### src/rtl/calc_sched_pkg.sv
// Shared constants, state/unit enums and command decode helpers for the
// calc operation scheduler.
package calc_sched_pkg;

  localparam int unsigned CMD_W  = 4;
  localparam int unsigned RESP_W = 2;

  localparam logic [CMD_W-1:0] CMD_NOP = 4'd0;
  localparam logic [CMD_W-1:0] CMD_ADD = 4'd1;
  localparam logic [CMD_W-1:0] CMD_SUB = 4'd2;
  localparam logic [CMD_W-1:0] CMD_LSH = 4'd5;
  localparam logic [CMD_W-1:0] CMD_RSH = 4'd6;

  localparam logic [RESP_W-1:0] RESP_NONE = 2'd0;
  localparam logic [RESP_W-1:0] RESP_SUCC = 2'd1;
  localparam logic [RESP_W-1:0] RESP_INOF = 2'd2;
  localparam logic [RESP_W-1:0] RESP_IERR = 2'd3;

  typedef enum logic [1:0] {IDLE, OP2, QUEUED, RESP} port_state_t;
  typedef enum logic {UNIT_ARITH, UNIT_SHIFT} unit_t;

  // Command is one the datapath can execute.
  function automatic logic cmd_valid(input logic [CMD_W-1:0] c);
    return (c == CMD_ADD) || (c == CMD_SUB) || (c == CMD_LSH) || (c == CMD_RSH);
  endfunction

  // Which shared unit serves a valid command.
  function automatic unit_t cmd_unit(input logic [CMD_W-1:0] c);
    return ((c == CMD_LSH) || (c == CMD_RSH)) ? UNIT_SHIFT : UNIT_ARITH;
  endfunction

endpackage

### src/rtl/calc_op_scheduler_if.sv
// Calc request/response bundle for all ports.
//   req_cmd_in  : per-port 4-bit command, port p at [4p+3:4p]
//   req_data_in : per-port operand (op1 with cmd, op2 the next cycle)
//   out_resp    : per-port 2-bit response
//   out_data    : per-port result
//   busy        : port has a command in flight
//   proto_err   : sticky per-port protocol error
// master = requester side, slave = scheduler side.
interface calc_op_scheduler_if
  import calc_sched_pkg::*;
#(
  parameter int unsigned NUM_PORTS = 4,
  parameter int unsigned DW        = 32
);

  logic [CMD_W*NUM_PORTS-1:0]  req_cmd_in;
  logic [DW*NUM_PORTS-1:0]     req_data_in;
  logic [RESP_W*NUM_PORTS-1:0] out_resp;
  logic [DW*NUM_PORTS-1:0]     out_data;
  logic [NUM_PORTS-1:0]        busy;
  logic [NUM_PORTS-1:0]        proto_err;

  modport master (
    output req_cmd_in, req_data_in,
    input  out_resp, out_data, busy, proto_err
  );

  modport slave (
    input  req_cmd_in, req_data_in,
    output out_resp, out_data, busy, proto_err
  );

endinterface

### src/rtl/calc_sched_fifo.sv
// Port-index FIFO feeding one shared unit.
//   clk, reset : clock, synchronous active-high reset
//   push       : one bit per port; same-cycle pushes enqueue in ascending port order
//   pop        : remove head (ignored while empty)
//   head       : port index at the head
//   empty      : no entry queued
//   push_err   : per-port push that found the queue full
module calc_sched_fifo #(
  parameter int unsigned NUM_PORTS = 4,
  parameter int unsigned DEPTH     = 4,
  parameter int unsigned IW        = 2
) (
  input  logic                 clk,
  input  logic                 reset,
  input  logic [NUM_PORTS-1:0] push,
  input  logic                 pop,
  output logic [IW-1:0]        head,
  output logic                 empty,
  output logic [NUM_PORTS-1:0] push_err
);

  localparam int unsigned CW = $clog2(DEPTH + 1);

  logic [IW-1:0] mem_q [DEPTH];
  logic [IW-1:0] mem_d [DEPTH];
  logic [CW-1:0] cnt_q, cnt_d;

  // Pop shifts the array down first so a freed slot is usable by this cycle's pushes.
  always_comb begin
    mem_d    = mem_q;
    cnt_d    = cnt_q;
    push_err = '0;
    if (pop && (cnt_q != '0)) begin
      for (int i = 0; i < int'(DEPTH) - 1; i++) mem_d[i] = mem_q[i+1];
      mem_d[DEPTH-1] = '0;
      cnt_d          = cnt_q - CW'(1);
    end
    for (int p = 0; p < int'(NUM_PORTS); p++) begin
      if (push[p]) begin
        if (cnt_d < CW'(DEPTH)) begin
          mem_d[IW'(cnt_d)] = IW'(p);
          cnt_d             = cnt_d + CW'(1);
        end else begin
          push_err[p] = 1'b1;
        end
      end
    end
  end

  always_ff @(posedge clk) begin
    if (reset) begin
      cnt_q <= '0;
      for (int i = 0; i < int'(DEPTH); i++) mem_q[i] <= '0;
    end else begin
      cnt_q <= cnt_d;
      for (int i = 0; i < int'(DEPTH); i++) mem_q[i] <= mem_d[i];
    end
  end

  assign head  = mem_q[0];
  assign empty = (cnt_q == '0);

endmodule

### src/rtl/calc_op_scheduler.sv
// Multi-port calc command scheduler sharing one add/sub unit and one shift
// unit across NUM_PORTS two-cycle request ports.
//   c_clk : clock, rising edge
//   reset : synchronous, active-high
//   bus   : calc_op_scheduler_if.slave (requests in, responses/status out)
// Optional build macro CALC_SCHED_PROTO_CHK_EN: flags a command arriving on a
// port in OP2/QUEUED as a sticky proto_err; otherwise proto_err is tied low.
module calc_op_scheduler
  import calc_sched_pkg::*;
#(
  parameter int unsigned NUM_PORTS = 4,
  parameter int unsigned DW        = 32
) (
  input  logic                c_clk,
  input  logic                reset,
  calc_op_scheduler_if.slave  bus
);

  localparam int unsigned IW  = $clog2(NUM_PORTS);
  localparam int unsigned SHW = $clog2(DW);
  localparam int unsigned RW  = RESP_W + DW;

  logic [CMD_W-1:0]     cmd_in  [NUM_PORTS];
  logic [DW-1:0]        data_in [NUM_PORTS];

  port_state_t          state_q [NUM_PORTS];
  port_state_t          state_d [NUM_PORTS];
  logic [CMD_W-1:0]     cmd_q   [NUM_PORTS];
  logic [CMD_W-1:0]     cmd_d   [NUM_PORTS];
  logic [DW-1:0]        op1_q   [NUM_PORTS];
  logic [DW-1:0]        op1_d   [NUM_PORTS];
  logic [DW-1:0]        op2_q   [NUM_PORTS];
  logic [DW-1:0]        op2_d   [NUM_PORTS];
  logic [RESP_W-1:0]    resp_q  [NUM_PORTS];
  logic [RESP_W-1:0]    resp_d  [NUM_PORTS];
  logic [DW-1:0]        data_q  [NUM_PORTS];
  logic [DW-1:0]        data_d  [NUM_PORTS];
  logic [NUM_PORTS-1:0] busy_q, busy_d;
`ifdef CALC_SCHED_PROTO_CHK_EN
  logic [NUM_PORTS-1:0] proto_q, proto_d;
`endif

  logic [NUM_PORTS-1:0] push_arith, push_shift;
  logic [NUM_PORTS-1:0] perr_arith, perr_shift;
  logic [IW-1:0]        head_arith, head_shift;
  logic                 empty_arith, empty_shift;
  logic                 gnt_arith, gnt_shift;
  logic [RW-1:0]        res_arith, res_shift;

  // Flat bus <-> per-port views.
  for (genvar g = 0; g < int'(NUM_PORTS); g++) begin : g_port_io
    assign cmd_in[g]  = bus.req_cmd_in[CMD_W*g +: CMD_W];
    assign data_in[g] = bus.req_data_in[DW*g +: DW];
    assign bus.out_resp[RESP_W*g +: RESP_W] = resp_q[g];
    assign bus.out_data[DW*g +: DW]         = data_q[g];
  end
  assign bus.busy = busy_q;
`ifdef CALC_SCHED_PROTO_CHK_EN
  assign bus.proto_err = proto_q;
`else
  assign bus.proto_err = '0;
`endif

  // Add/sub: unsigned, carry-out or borrow reports INOF with zero data.
  function automatic logic [RW-1:0] arith_exec(input logic [CMD_W-1:0] c,
                                               input logic [DW-1:0] a,
                                               input logic [DW-1:0] b);
    logic [DW:0] sum;
    sum = {1'b0, a} + {1'b0, b};
    if (c == CMD_ADD) begin
      if (sum[DW]) return {RESP_INOF, DW'(0)};
      return {RESP_SUCC, sum[DW-1:0]};
    end else if (c == CMD_SUB) begin
      if (a < b) return {RESP_INOF, DW'(0)};
      return {RESP_SUCC, DW'(a - b)};
    end
    return {RESP_IERR, DW'(0)};
  endfunction

  // Shift: amount from the low log2(DW) bits of op2, zero fill.
  function automatic logic [RW-1:0] shift_exec(input logic [CMD_W-1:0] c,
                                               input logic [DW-1:0] a,
                                               input logic [DW-1:0] b);
    if (c == CMD_LSH) return {RESP_SUCC, DW'(a << b[SHW-1:0])};
    if (c == CMD_RSH) return {RESP_SUCC, DW'(a >> b[SHW-1:0])};
    return {RESP_IERR, DW'(0)};
  endfunction

  // Enqueue in the OP2 cycle so a port is granted no earlier than the next cycle.
  always_comb begin
    push_arith = '0;
    push_shift = '0;
    for (int p = 0; p < int'(NUM_PORTS); p++) begin
      if ((state_q[p] == OP2) && cmd_valid(cmd_q[p])) begin
        if (cmd_unit(cmd_q[p]) == UNIT_SHIFT) push_shift[p] = 1'b1;
        else                                  push_arith[p] = 1'b1;
      end
    end
  end

  assign gnt_arith = !empty_arith;
  assign gnt_shift = !empty_shift;

  calc_sched_fifo #(.NUM_PORTS(NUM_PORTS), .DEPTH(NUM_PORTS), .IW(IW)) u_fifo_arith (
    .clk      (c_clk),
    .reset    (reset),
    .push     (push_arith),
    .pop      (gnt_arith),
    .head     (head_arith),
    .empty    (empty_arith),
    .push_err (perr_arith)
  );

  calc_sched_fifo #(.NUM_PORTS(NUM_PORTS), .DEPTH(NUM_PORTS), .IW(IW)) u_fifo_shift (
    .clk      (c_clk),
    .reset    (reset),
    .push     (push_shift),
    .pop      (gnt_shift),
    .head     (head_shift),
    .empty    (empty_shift),
    .push_err (perr_shift)
  );

  // Datapaths operate on the granted port's latched operands.
  always_comb begin
    res_arith = arith_exec(cmd_q[head_arith], op1_q[head_arith], op2_q[head_arith]);
    res_shift = shift_exec(cmd_q[head_shift], op1_q[head_shift], op2_q[head_shift]);
  end

  // Per-port FSM next state and registered outputs.
  always_comb begin
    for (int p = 0; p < int'(NUM_PORTS); p++) begin
      state_d[p] = state_q[p];
      cmd_d[p]   = cmd_q[p];
      op1_d[p]   = op1_q[p];
      op2_d[p]   = op2_q[p];
      resp_d[p]  = RESP_NONE;
      data_d[p]  = '0;
`ifdef CALC_SCHED_PROTO_CHK_EN
      proto_d[p] = proto_q[p];
`endif
      case (state_q[p])
        IDLE: begin
          if (cmd_in[p] != CMD_NOP) begin
            cmd_d[p]   = cmd_in[p];
            op1_d[p]   = data_in[p];
            state_d[p] = OP2;
          end
        end
        OP2: begin
          op2_d[p] = data_in[p];
          if (!cmd_valid(cmd_q[p])) begin
            state_d[p] = RESP;
            resp_d[p]  = RESP_INOF;
          end else if (perr_arith[p] || perr_shift[p]) begin
            state_d[p] = RESP;
            resp_d[p]  = RESP_IERR;
          end else begin
            state_d[p] = QUEUED;
          end
`ifdef CALC_SCHED_PROTO_CHK_EN
          if (cmd_in[p] != CMD_NOP) proto_d[p] = 1'b1;
`endif
        end
        QUEUED: begin
          if ((cmd_unit(cmd_q[p]) == UNIT_ARITH) && gnt_arith && (head_arith == IW'(p))) begin
            state_d[p] = RESP;
            resp_d[p]  = res_arith[RW-1:DW];
            data_d[p]  = res_arith[DW-1:0];
          end else if ((cmd_unit(cmd_q[p]) == UNIT_SHIFT) && gnt_shift && (head_shift == IW'(p))) begin
            state_d[p] = RESP;
            resp_d[p]  = res_shift[RW-1:DW];
            data_d[p]  = res_shift[DW-1:0];
          end
`ifdef CALC_SCHED_PROTO_CHK_EN
          if (cmd_in[p] != CMD_NOP) proto_d[p] = 1'b1;
`endif
        end
        RESP: begin
          // A command in the response cycle starts the next operation directly.
          if (cmd_in[p] != CMD_NOP) begin
            cmd_d[p]   = cmd_in[p];
            op1_d[p]   = data_in[p];
            state_d[p] = OP2;
          end else begin
            state_d[p] = IDLE;
          end
        end
        default: state_d[p] = IDLE;
      endcase
      busy_d[p] = (state_d[p] != IDLE);
    end
  end

  always_ff @(posedge c_clk) begin
    if (reset) begin
      busy_q <= '0;
`ifdef CALC_SCHED_PROTO_CHK_EN
      proto_q <= '0;
`endif
      for (int p = 0; p < int'(NUM_PORTS); p++) begin
        state_q[p] <= IDLE;
        cmd_q[p]   <= CMD_NOP;
        op1_q[p]   <= '0;
        op2_q[p]   <= '0;
        resp_q[p]  <= RESP_NONE;
        data_q[p]  <= '0;
      end
    end else begin
      busy_q <= busy_d;
`ifdef CALC_SCHED_PROTO_CHK_EN
      proto_q <= proto_d;
`endif
      for (int p = 0; p < int'(NUM_PORTS); p++) begin
        state_q[p] <= state_d[p];
        cmd_q[p]   <= cmd_d[p];
        op1_q[p]   <= op1_d[p];
        op2_q[p]   <= op2_d[p];
        resp_q[p]  <= resp_d[p];
        data_q[p]  <= data_d[p];
      end
    end
  end

endmodule
### src/flat_wrapper.sv
// flat-port wrapper written by rule: the top's interface ports become plain ports
module calc_op_scheduler_flat import calc_sched_pkg::*;
#(
  parameter int unsigned NUM_PORTS = 4,
  parameter int unsigned DW        = 32
)
  (c_clk, reset, bus_req_cmd_in, bus_req_data_in, bus_out_resp, bus_out_data, bus_busy, bus_proto_err);
  calc_op_scheduler_if #(.NUM_PORTS(NUM_PORTS), .DW(DW)) bus_i ();
  input  logic c_clk;
  input  logic reset;
  input wire logic [$bits(bus_i.req_cmd_in)-1:0] bus_req_cmd_in;
  input wire logic [$bits(bus_i.req_data_in)-1:0] bus_req_data_in;
  output wire logic [$bits(bus_i.out_resp)-1:0] bus_out_resp;
  output wire logic [$bits(bus_i.out_data)-1:0] bus_out_data;
  output wire logic [$bits(bus_i.busy)-1:0] bus_busy;
  output wire logic [$bits(bus_i.proto_err)-1:0] bus_proto_err;
  assign bus_i.req_cmd_in = bus_req_cmd_in;
  assign bus_i.req_data_in = bus_req_data_in;
  assign bus_out_resp = bus_i.out_resp;
  assign bus_out_data = bus_i.out_data;
  assign bus_busy = bus_i.busy;
  assign bus_proto_err = bus_i.proto_err;
  calc_op_scheduler #(.NUM_PORTS(NUM_PORTS), .DW(DW)) u_core (.c_clk(c_clk), .reset(reset), .bus(bus_i));
endmodule
### config.mk
export PLATFORM = sky130hd
export DESIGN_NAME = calc_op_scheduler_flat
export DESIGN_NICKNAME = d
export VERILOG_FILES = /design/src/rtl/calc_sched_pkg.sv /design/src/rtl/calc_op_scheduler_if.sv /design/src/rtl/calc_sched_fifo.sv /design/src/rtl/calc_op_scheduler.sv /design/src/flat_wrapper.sv
export SDC_FILE = /design/constraint.sdc
export NUM_CORES = 1
export LEC_CHECK = 0
export CAP_MARGIN = 20
export CORE_MARGIN = 8
export CORE_UTILIZATION = 35
export CTS_CLUSTER_SIZE = 20
export DETAILED_ROUTE_END_ITERATION = 10
export DONT_BUFFER_PORTS = 1
export RECOVER_POWER = 25
export SYNTH_ARGS = -nofsm -noshare
export SYNTH_HDL_FRONTEND = slang
export SYNTH_SLANG_ARGS = --single-unit
### constraint.sdc
create_clock -name c_clk -period 5.8 [get_ports c_clk]
set_clock_uncertainty 0.1 [all_clocks]
set_input_delay 1.45 -clock c_clk [delete_from_list [all_inputs] [get_ports c_clk]]
set_output_delay 1.45 -clock c_clk [all_outputs]
set_load 0.03 [all_outputs]
**Word level (Yosys, flattened, before mapping)**

Memories as Yosys holds them, arrays and structs flattened. A register that Yosys moved wholly into a read port is not among the register bits.
Index checks and enable logic that the tools add are counted.

- Input port bits: 146
- Bits in latches: 0
- Word-level logic and storage cells: 464
- RAM bits: 416
- Memories kept: 6
- ROM bits: 0
- Register bits: 26

- Div/mod/pow operators: 0
- Shift-type cells: 2
- $add $sub $neg: 12
- Multiply operators: 0
- Reduce and logical (&&, ||, !) cells: 82
- Equal/unequal tests: 50
- Magnitude comparators: 25
- Bitwise logic cells: 54
- Muxes and demuxes: 222

Memory list:

| memory | words | bits a word | read ports | clocked after Yosys merged registers in | wr ports | line | RTL |
|---|---|---|---|---|---|---|---|
| u_core.data_q | 4 | 32 | 4 | 0 | 4 | calc_op_scheduler.sv:36 | `logic [DW-1:0] data_q [NUM_PORTS];` |
| u_core.op1_q | 4 | 32 | 2 | 2 | 4 | calc_op_scheduler.sv:30 | `logic [DW-1:0] op1_q [NUM_PORTS];` |
| u_core.op2_q | 4 | 32 | 2 | 2 | 4 | calc_op_scheduler.sv:32 | `logic [DW-1:0] op2_q [NUM_PORTS];` |
| u_core.cmd_q | 4 | 4 | 6 | 2 | 4 | calc_op_scheduler.sv:28 | `logic [CMD_W-1:0] cmd_q [NUM_PORTS];` |
| u_core.resp_q | 4 | 2 | 4 | 0 | 4 | calc_op_scheduler.sv:34 | `logic [RESP_W-1:0] resp_q [NUM_PORTS];` |
| u_core.state_q | 4 | 2 | 4 | 0 | 4 | calc_op_scheduler.sv:26 | `port_state_t state_q [NUM_PORTS];` |

Operators by type and width:

| cell | count |
|---|---|
| $mux W32 | 36 |
| $mux W34 | 11 |
| $mux W8 | 18 |
| $mux W2 | 54 |
| $mux W1 | 57 |
| $mux W3 | 18 |
| $mux W4 | 12 |
| $eq A4 B3 Y1 const B | 10 |
| $add A32 B32 Y33 | 1 |
| $demux W2 S2 | 8 |
| $lt A32 B32 Y1 | 1 |
| $pmux W2 S4 | 4 |
| $shl A32 B5 Y32 | 1 |
| $shr A32 B5 Y32 | 1 |
| $sub A32 B32 Y32 | 1 |
| $logic_and A1 B1 Y1 | 30 |
| $add A3 B1 Y3 const B | 8 |
| $eq A2 B2 Y1 const B | 12 |
| $ge A3 B3 Y1 const B | 8 |
| $lt A3 B1 Y1 const B | 8 |
| $lt A3 B3 Y1 const B | 8 |
| $not A2 Y3 | 8 |
| $or A1 B1 Y1 | 24 |
| $eq A4 B1 Y1 const B | 5 |
| other kinds (23) | 103 |

**Logic depth before layout (Yosys ltp)**

Gate-level depths: netlist (run 1).
An unclocked memory read counts as a cell.

- Word-level depth: 24
- Depth in mapped cells: 19
- Depth with buffers taken out: 16

**Cells and area by module**

Synthesis (run 1) repeated with hierarchy kept, for this count alone.

- Cell total of the unflattened synthesis: 2664
- Area total of the unflattened synthesis: 27103.5 um2

By module, submodules not included:

| module | instances | area an instance (um2) | seq. area each (um2) | cells each |
|---|---|---|---|---|
| calc_op_scheduler | 1 | 24772.5 | 10970.5 | 2397 |
| calc_sched_fifo (u_core.u_fifo_shift) | 1 | 1186.1 | 220.2 | 136 |
| calc_sched_fifo (u_core.u_fifo_arith) | 1 | 1144.8 | 220.2 | 131 |

**Least setup slack after synthesis (run 1)**

OpenSTA, ideal clock, no wires.

- Kind: reg-to-reg
- From: reg u_core.u_fifo_arith.mem_q, in the netlist u_core.u_fifo_arith.head[0]
- To: mem u_core.data_q[3][28], in the netlist u_core.data_q[0][124]
- Required time: 5557 ps
- Path slack: 1166 ps
- Stages on the path, launching flop included: 17
- Arrival time: 4390 ps
- Path buffers: 5
- Cells stage by stage: dfxtp_1 > buf_6 > clkbuf_1 > buf_1 > mux4_2 > fa_1 > a211oi_1 > o211ai_1 > a21oi_1 > o31a_1 > a21oi_1 > a31oi_2 > buf_4 > buf_6 > o21ai_0 > o32ai_1 > o22ai_1

RTL lines:

| what | line | RTL |
|---|---|---|
| from (decl) | calc_sched_fifo.sv:24 | `logic [IW-1:0] mem_q [DEPTH];` |
| to (decl) | calc_op_scheduler.sv:36 |  |

==> results of run 1 <==
-- per-stage QoR --
stage,total power [W],hold WS (ns),utilization
after floorplan,0.0121,0.369,-
after detailed placement,0.0161,0.390,0.369
final,0.0194,0.411,0.390
after global placement,0.0160,0.375,0.369
after CTS,0.0192,0.400,0.390
after global routing,0.0204,0.429,0.390
-- what timing repair did --
item,in CTS,in global routing
buffers inserted,0,0
setup endpoints to repair,0,6
resized for setup,0,2
endpoints found under the hold margin,0,0
-- power by group through the flow --
stage | Sequential (W) | Clock (W) | Combinational (W)
final | 0.00500 | 0.00308 | 0.0113
after global routing | 0.00507 | 0.00323 | 0.0121
after CTS | 0.00497 | 0.00311 | 0.0111
after detailed placement | 0.00503 | 0 | 0.0111
after global placement | 0.00499 | 0 | 0.0111
after floorplan | 0.00475 | 0 | 0.00731
-- layer usage --
layer	share of wire	wire, um	vias up
met5	0.00024	25	-
met4	0.034	3510	2
met3	0.086	8870	166
met2	0.46	46900	1096
met1	0.42	43600	10774
li1	-	-	9516
-- worst max-delay path, delay by kind of cell (launching register included) --
family / cells / cell delay, ns
AOI/OAI and AO/OA: 8 / 2.54
muxes: 1 / 0.63
adders and majority gates: 2 / 0.66
buffers and inverters: 4 / 0.59
DFF: 1 / 0.69
and+or+nand+nor: 1 / 0.07
-- cells by family after synthesis --
family,after synthesis,synth area share
flip-flops,442,0.425
AO/OA/AOI/OAI,642,0.163
buffers and inverters,290,0.0478
other,1,0.000140
AND/OR/NAND/NOR,813,0.158
multiplexers,257,0.146
adder cells (fa/ha/maj),112,0.0528
XOR/XNOR,21,0.00713
-- synthesized netlist by cell type, types with 10 or more instances --
library cell	number	share of area
a211oi_1	29	0.0081
dfxtp_1	186	0.14
buf_4	11	0.0031
mux2i_1	125	0.047
a221o_1	13	0.0048
ha_1	110	0.051
nand3_1	31	0.0058
nand2b_1	21	0.0049
o31ai_1	25	0.0070
o32ai_1	16	0.0052
inv_1	108	0.015
o21bai_1	13	0.0036
mux2_2	25	0.010
buf_2	50	0.0093
or2_2	12	0.0028
and2_1	276	0.064
nand4_1	12	0.0028
clkbuf_1	88	0.012
buf_6	12	0.0050
a22o_1	33	0.011
a21oi_1	139	0.026
and3_1	10	0.0023
xnor2_1	14	0.0046
nor4_1	15	0.0035
nor3_1	43	0.0080
o21ai_0	83	0.015
o21ai_1	13	0.0024
o211ai_1	17	0.0048
a31oi_1	22	0.0051
nand2_1	167	0.023
o22ai_1	107	0.025
nor2_1	162	0.023
buf_1	20	0.0028
mux4_2	98	0.082
o2bb2ai_1	14	0.0046
edfxtp_1	256	0.29
o221ai_1	13	0.0042
nor2b_1	32	0.0075
-- layout by cell type, fill, tap and decap left out, drive strengths merged, types with 9 or more instances in the layout --
cell type,instances
edfxtp,256
nor4,15
inv,114
a31oi,23
a221o,13
nor3,44
buf,86
o31ai,26
o21ai,98
mux2i,126
nor2,163
nand2,167
a211oi,33
mux2,28
o21bai,13
nor3b,9
o21a,9
o221ai,13
mux4,103
nand4,12
clkbuf,62
nand2b,21
o211ai,17
o22ai,107
and2,276
nor2b,32
a21oi,145
o2bb2ai,14
xnor2,15
or2,12
nand3,31
a21o,9
ha,110
clkinv,19
a22o,33
dfxtp,186
o32ai,18
and3,10
-- sequential cells by signal (all words and copies together), names as in the netlist --
name / cells
u_core.cmd_q: 16
u_core.u_fifo_arith.mem_q: 6
u_core.state_q: 8
u_core.u_fifo_shift.mem_q: 6
u_core.u_fifo_arith.cnt_q: 3
u_core.op2_q: 128
u_core.resp_q: 8
u_core.bus.busy: 4
u_core.u_fifo_shift.head: 2
u_core.op1_q: 128
u_core.data_q: 128
u_core.u_fifo_shift.cnt_q: 3
u_core.u_fifo_arith.head: 2
-- how the worst min path moves through the flow --
stage	startpoint	end	slack (ns)
after global routing	u_core.u_fifo_shift.mem_q[1]	u_core.u_fifo_shift.mem_q[1]	0.43
after detailed placement	u_core.u_fifo_arith.mem_q[1]	u_core.u_fifo_arith.mem_q[1]	0.39
after CTS	u_core.u_fifo_arith.mem_q[1]	u_core.u_fifo_arith.mem_q[1]	0.40
after floorplan	u_core.u_fifo_arith.mem_q[1]	u_core.u_fifo_arith.mem_q[1]	0.37
after global placement	u_core.u_fifo_shift.mem_q[1]	u_core.u_fifo_shift.mem_q[1]	0.38
final	u_core.u_fifo_shift.mem_q[1]	u_core.u_fifo_shift.mem_q[1]	0.41
-- layout make-up --
cell class	instances	area, um^2
antenna	8	20.0
sequential	442	11400
fill	7376	46300
clock buffer	59	1320
multi-input combinational	1849	14200
timing repair buffer	89	702
clock inverter	27	245
inverter	109	409
tap	1030	1290
==> run metrics, run 1 <==
Peak VDD IR 0.000261 V; initial drt markers roughly 2,300; Leak 10.9 nW; Worst R2R Path Depth 16; core area 75,900 um^2; CP cell instances mux4_2 -> inv_1 -> ha_1 -> inv_1 -> fa_1 -> a211oi_1 -> o211ai_1 -> a21oi_1 -> o31a_1 -> a21oi_1 -> a31oi_2 -> buf_4 -> nand2_1 -> buf_4 -> o21ai_0 -> o22ai_1; required time of the critical path 6.11 ns; Final nets between 2,000 and 3,000; remaining antenna violation count 0; met1 usage 0.308; # IOs 290; Critical Path End Type flop; period utilization 0.948; Layout area overhead 10.3%; # DRC 0; Crit path largest cell delay 0.69 ns; Post-Synthesis Cell Area 26,800 um^2; violated checks max-capacitance violations, max-slew violations; vias in the first global route 20,921; Port Buffers 0; Clock Latency Late Sink 0.62 ns; sequential share of power 0.257; Max Fclk 0.182 GHz; register area share after synthesis 0.425; Slew Viols, Final 227; Vias 21,554; gpl congestion 0.977; Starting Density 0.353; Crit Path Max Fanout 27; crit path to u_core.data_q[0][109]; Yosys Warn Count 0; Combinational Power Share 0.584; clock sinks 442; first-pass GRT wire length 148,000 um; WL per Instance ~28 um; critical path type reg -> reg; Reg2Reg Setup Slack 0.30 ns; H-tree Lvls 2; power per cell area 656 nW/um^2; P_sw ~0.0095 W; Site Rows about 100; EDFF count, synth 256; die area 85,800 um^2; Worst Hold Depth 2; CTS Hold Bufs 0; Via density 5.97; RSZ-0062 raised after global routing false; Clk pin slew, worst setup/hold paths 0.06 ns; Post-Syn Instances 2,578; ys async rst share 0; Pint 0.00996 W; initial antenna violation count 7; Tmin final 5.50 ns; DP Wirelength approximately 79,000 um; max_cap viols 7; Cell Area, Placed 28,000 um^2; global routing met2 resource utilization 0.370; r2r endpoint u_core.data_q[0][109]; WL final 103,000 um; Die Ht 293 um; global route overflow 0; global-route met3 utilization 0.0481; largest net degree at the start of global routing 68; Die Wd around 300 um; Clock Tree Root clkbuf_16; busiest grt layer met2; Clock Power Share 0.158; Final Instance Count excl. Fillers about 3,600; DR pass1 iterations 6; Yosys reg bits roughly 440; worst setup margin 0.299 ns; Worst EP arrival 5.81 ns; CP startpoint u_core.u_fifo_arith.head[0]; Sw Share 0.487; # setup viols final 0; endpoints failing hold 0; share of post-route cells with drive strength above 1 0.133; placed cells 3,517; min-delay worst type reg -> reg; unique cell type count in the Yosys netlist around 90; CTS max path bufs 3; setup_tns 0 ns; CTS tree built; status complete, but fails checks; dpl ws 0.265 ns; max-slew headroom at the worst pin -1.12; GRT Util Overall 0.230; Final Cell Area 29,600 um^2; CTS buffer count 49; Worst R2R Start u_core.u_fifo_arith.head[0]; Worst path slowest cell dfxtp_4; Worst Tran Pin Value ~3.2 ns; most common flop cell mapped by yosys edfxtp_1; startpoint types flop; syn_area_per_cell between 10 and 15 um^2
(Power assumes the default switching activity.)
==> inputs of run 2 (changes only) <==
--- a/config.mk
+++ b/config.mk
@@ -6,8 +6,9 @@
 export NUM_CORES = 1
 export LEC_CHECK = 0
+export ABC_AREA = 1
 export CAP_MARGIN = 20
 export CORE_MARGIN = 8
 export CORE_UTILIZATION = 35
-export CTS_CLUSTER_SIZE = 20
+export CTS_CLUSTER_SIZE = 30
 export DETAILED_ROUTE_END_ITERATION = 10
 export DONT_BUFFER_PORTS = 1
--- a/constraint.sdc
+++ b/constraint.sdc
@@ -3,3 +3,3 @@
 set_input_delay 1.45 -clock c_clk [delete_from_list [all_inputs] [get_ports c_clk]]
 set_output_delay 1.45 -clock c_clk [all_outputs]
-set_load 0.03 [all_outputs]
+set_load 0.1 [all_outputs]
==> run 2 against run 1 <==
- the flow still finishes with violations (max-capacitance violations, max-slew violations)
- combinational power is 28% higher
- power increased by 17%
- first-iteration DRC count rose by 55%
- hold slack better by 0.020 ns
- count of clock-buffer cells in the layout unchanged
- area after synthesis grew 5.7%
==> run metrics, run 2 <==
WL per Instance 23.6 um (-17%); synth cell count leaders nand2_1, nand3_1, nor2_1; Leak 13.6 nW (+25%); post-CTS sizing 0 (unchanged); Tmin final 5.07 ns (-0.433 ns); # DRC 0 (unchanged); ys async rst share 0 (unchanged); unique cell type count in the Yosys netlist 56 (-39%); Slew Viols, Final 305 (+34%); Worst path slowest cell inv_2; Cell Area, Placed 29,300 um^2 (+4.4%); status complete, but fails checks; placed cells 4,863 (+38%); max-slew headroom at the worst pin -0.583 (+0.537); required time of the critical path 6.23 ns (+0.12 ns); CTS Hold Bufs 0 (unchanged); Yosys Warn Count 0 (unchanged); largest net degree at the start of global routing 71 (+4.4%); Final Instance Count excl. Fillers 4,952 (+37%); vias in the first global route 26,365 (+26%); mux cell area share after synthesis 0.000353 (-0.146); share of the synthesized area in the top cell type 0.271 (-0.0155); Port Buffers 0 (unchanged); global route overflow 0 (unchanged); Final Cell Area 30,900 um^2 (+4.2%); Max Fclk 0.197 GHz (+8.5%); startpoint types flop; core area 80,400 um^2 (+5.9%); ANT cells 0 (-8); leading cell types in the layout, fill and taps excluded nand2_1, nand3_1, nor2_1; min-delay worst type reg -> reg; CP cell instances nand2_2 -> inv_2 -> buf_4 -> a22oi_1 -> and2_1 -> ha_1 -> inv_1 -> nor3_1 -> nand2_1 -> nor2_1 -> nand2_1 -> nand2_2 -> nand2_2 -> nand2_1 -> nand2_1 -> nor2_1 -> nand2_1 -> a21oi_1; Via density 5.62 (-5.7%); Post-Synthesis Cell Area 28,400 um^2 (+5.7%); DP Wirelength 89,100 um (+13%); # setup viols final 0 (unchanged); Post-CTS Setup Bufs 0 (unchanged); Yosys reg bits 442 (unchanged); Clock Latency Late Sink 0.62 ns (about the same); CTS max path bufs 3 (unchanged); endpoints failing hold 0 (unchanged); violated checks max-capacitance violations, max-slew violations; Worst EP arrival 5.50 ns (-0.31 ns); CTS tree built; Layout area overhead 8.73%; Worst Tran Pin Value 2.37 ns (-0.799 ns); die area 90,400 um^2 (+5.4%); Vias 27,845 (+29%); Clock Tree Root clkbuf_16; Layout fillers 8,552 (+16%); initial antenna violation count 0 (-7); period utilization 0.874 (-0.0746); Synth area leaders edfxtp_1, nand2_1, dfxtp_1; power per cell area 738 nW/um^2 (+13%); setup_tns 0 ns (unchanged); post-layout util 0.384 (-0.00630); remaining antenna violation count 0 (unchanged); first-pass GRT wire length 172,000 um (+16%); simple-gate share of the synthesized area 0.333 (+0.175); critical path type reg -> reg; Final nets 4,113 (+47%); Clk pin slew, worst setup/hold paths 0.06 ns (about the same); Peak VDD IR 0.000335 V (+28%); EDFF count, synth 256 (unchanged); Post-Synth Adder-Cell Area 0.0499 (-0.00285); most common flop cell mapped by yosys edfxtp_1; DR pass1 iterations 7 (+1); register area share after synthesis 0.402 (-0.0229); GRT Util Overall 0.248 (+0.0182); Critical Path End Type flop; Synth Area in XOR/XNOR 0.00983 (+0.00270); Post-Syn Instances 3,950 (+53%); Crit path largest cell delay 0.63 ns (-0.06 ns); leading cell type in the layout, fill and taps excluded nand2_1; post-synth top area cell edfxtp_1; Starting Density 0.353 (-0.000595); worst setup margin 0.732 ns (+0.433 ns); dpl ws 0.793 ns (+0.528 ns); most frequent cell after synthesis nand2_1; share of post-route cells with drive strength above 1 0.0573 (-0.0755); clock sinks 442 (unchanged); largest family of logic cells by synthesized area simple AND/OR/NAND/NOR gates; CP dominant cell by count nand2_1; Top Registers u_core.data_q (128), u_core.op1_q (128), u_core.op2_q (128); Die Wd 301 um (+2.7%); area fraction in compound gates after synthesis 0.119 (-0.0447); initial drt markers 3,576 (+55%); syn_area_per_cell 7.18 um^2 (-31%); RSZ-0062 raised after global routing false; Die Ht 301 um (+2.7%); WL final 117,000 um (+14%); gpl congestion 1.01 (+2.9%); CTS buffer count 49 (unchanged); Site Rows 104 (+3.0%); # IOs 290 (unchanged); max_cap viols 9 (+2); H-tree Lvls 2 (unchanged); Crit Path Max Fanout 36 (+33%)
-- run 2: cell type report --
| cell class | instances | area, um^2 | area share |
|---|---|---|---|
| flip-flops and latches | 442 | 11400 | 0.370 |
| multi-input cells | 2918 | 14600 | 0.473 |
| well taps | 1060 | 1330 | 0.0430 |
| inverters | 391 | 1470 | 0.0477 |
| clock inverters | 29 | 329 | 0.0107 |
| clock buffers | 59 | 1320 | 0.0426 |
| repair buffers | 53 | 393 | 0.0127 |
-- run 2: stage by stage --
| stage | power (W) | hold WS, ns |
|---|---|---|
| after detailed placement | 0.0192 | 0.418 |
| after floorplan | 0.0145 | 0.372 |
| after global routing | 0.0243 | 0.457 |
| after global placement | 0.0192 | 0.408 |
| after CTS | 0.0224 | 0.424 |
| final | 0.0228 | 0.430 |
-- run 2: final timing paths --
check	startpoint	to	slack [ns]	cells after the start
worst max register to register	u_core.u_fifo_arith.head[1]	u_core.data_q[0][64]	0.73	18
worst max-delay path	u_core.u_fifo_arith.head[1]	u_core.data_q[0][64]	0.73	18
worst min register to register	u_core.cmd_q[1][3]	u_core.cmd_q[1][3]	0.43	2
worst min-delay path	u_core.cmd_q[1][3]	u_core.cmd_q[1][3]	0.43	2
-- run 2: critical path, delay by kind of cell, from the launching register on --
family,cells,cell delay (ns)
AND/OR/NAND/NOR,12,2.46
buffers and inverters,3,1.17
flip-flops,1,0.47
adder cells (fa/ha/maj),1,0.46
AO/OA/AOI/OAI,2,0.26
-- run 2: report_power, final --
group	switching [W]	internal (W)
clock	0.00139	0.00182
sequential	0.000689	0.00442
combinational	0.0109	0.00361
total	0.0129	0.00985
-- run 2: cell families after synthesis --
| group | after synthesis |
|---|---|
| buf+inv | 593 |
| mux | 1 |
| simple gates | 2197 |
| fa+ha+maj | 112 |
| xor+xnor | 31 |
| compound gates | 573 |
| other cells | 1 |
| flops | 442 |
-- run 2: layer usage --
layer | track usage | routed length [um] | up-vias
met5 | 0 | 0 | -
met4 | 0.0740 | 3850 | 0
met3 | 0.0498 | 11100 | 203
met2 | 0.391 | 51600 | 1486
met1 | 0.340 | 50300 | 13177
li1 | - | - | 12979
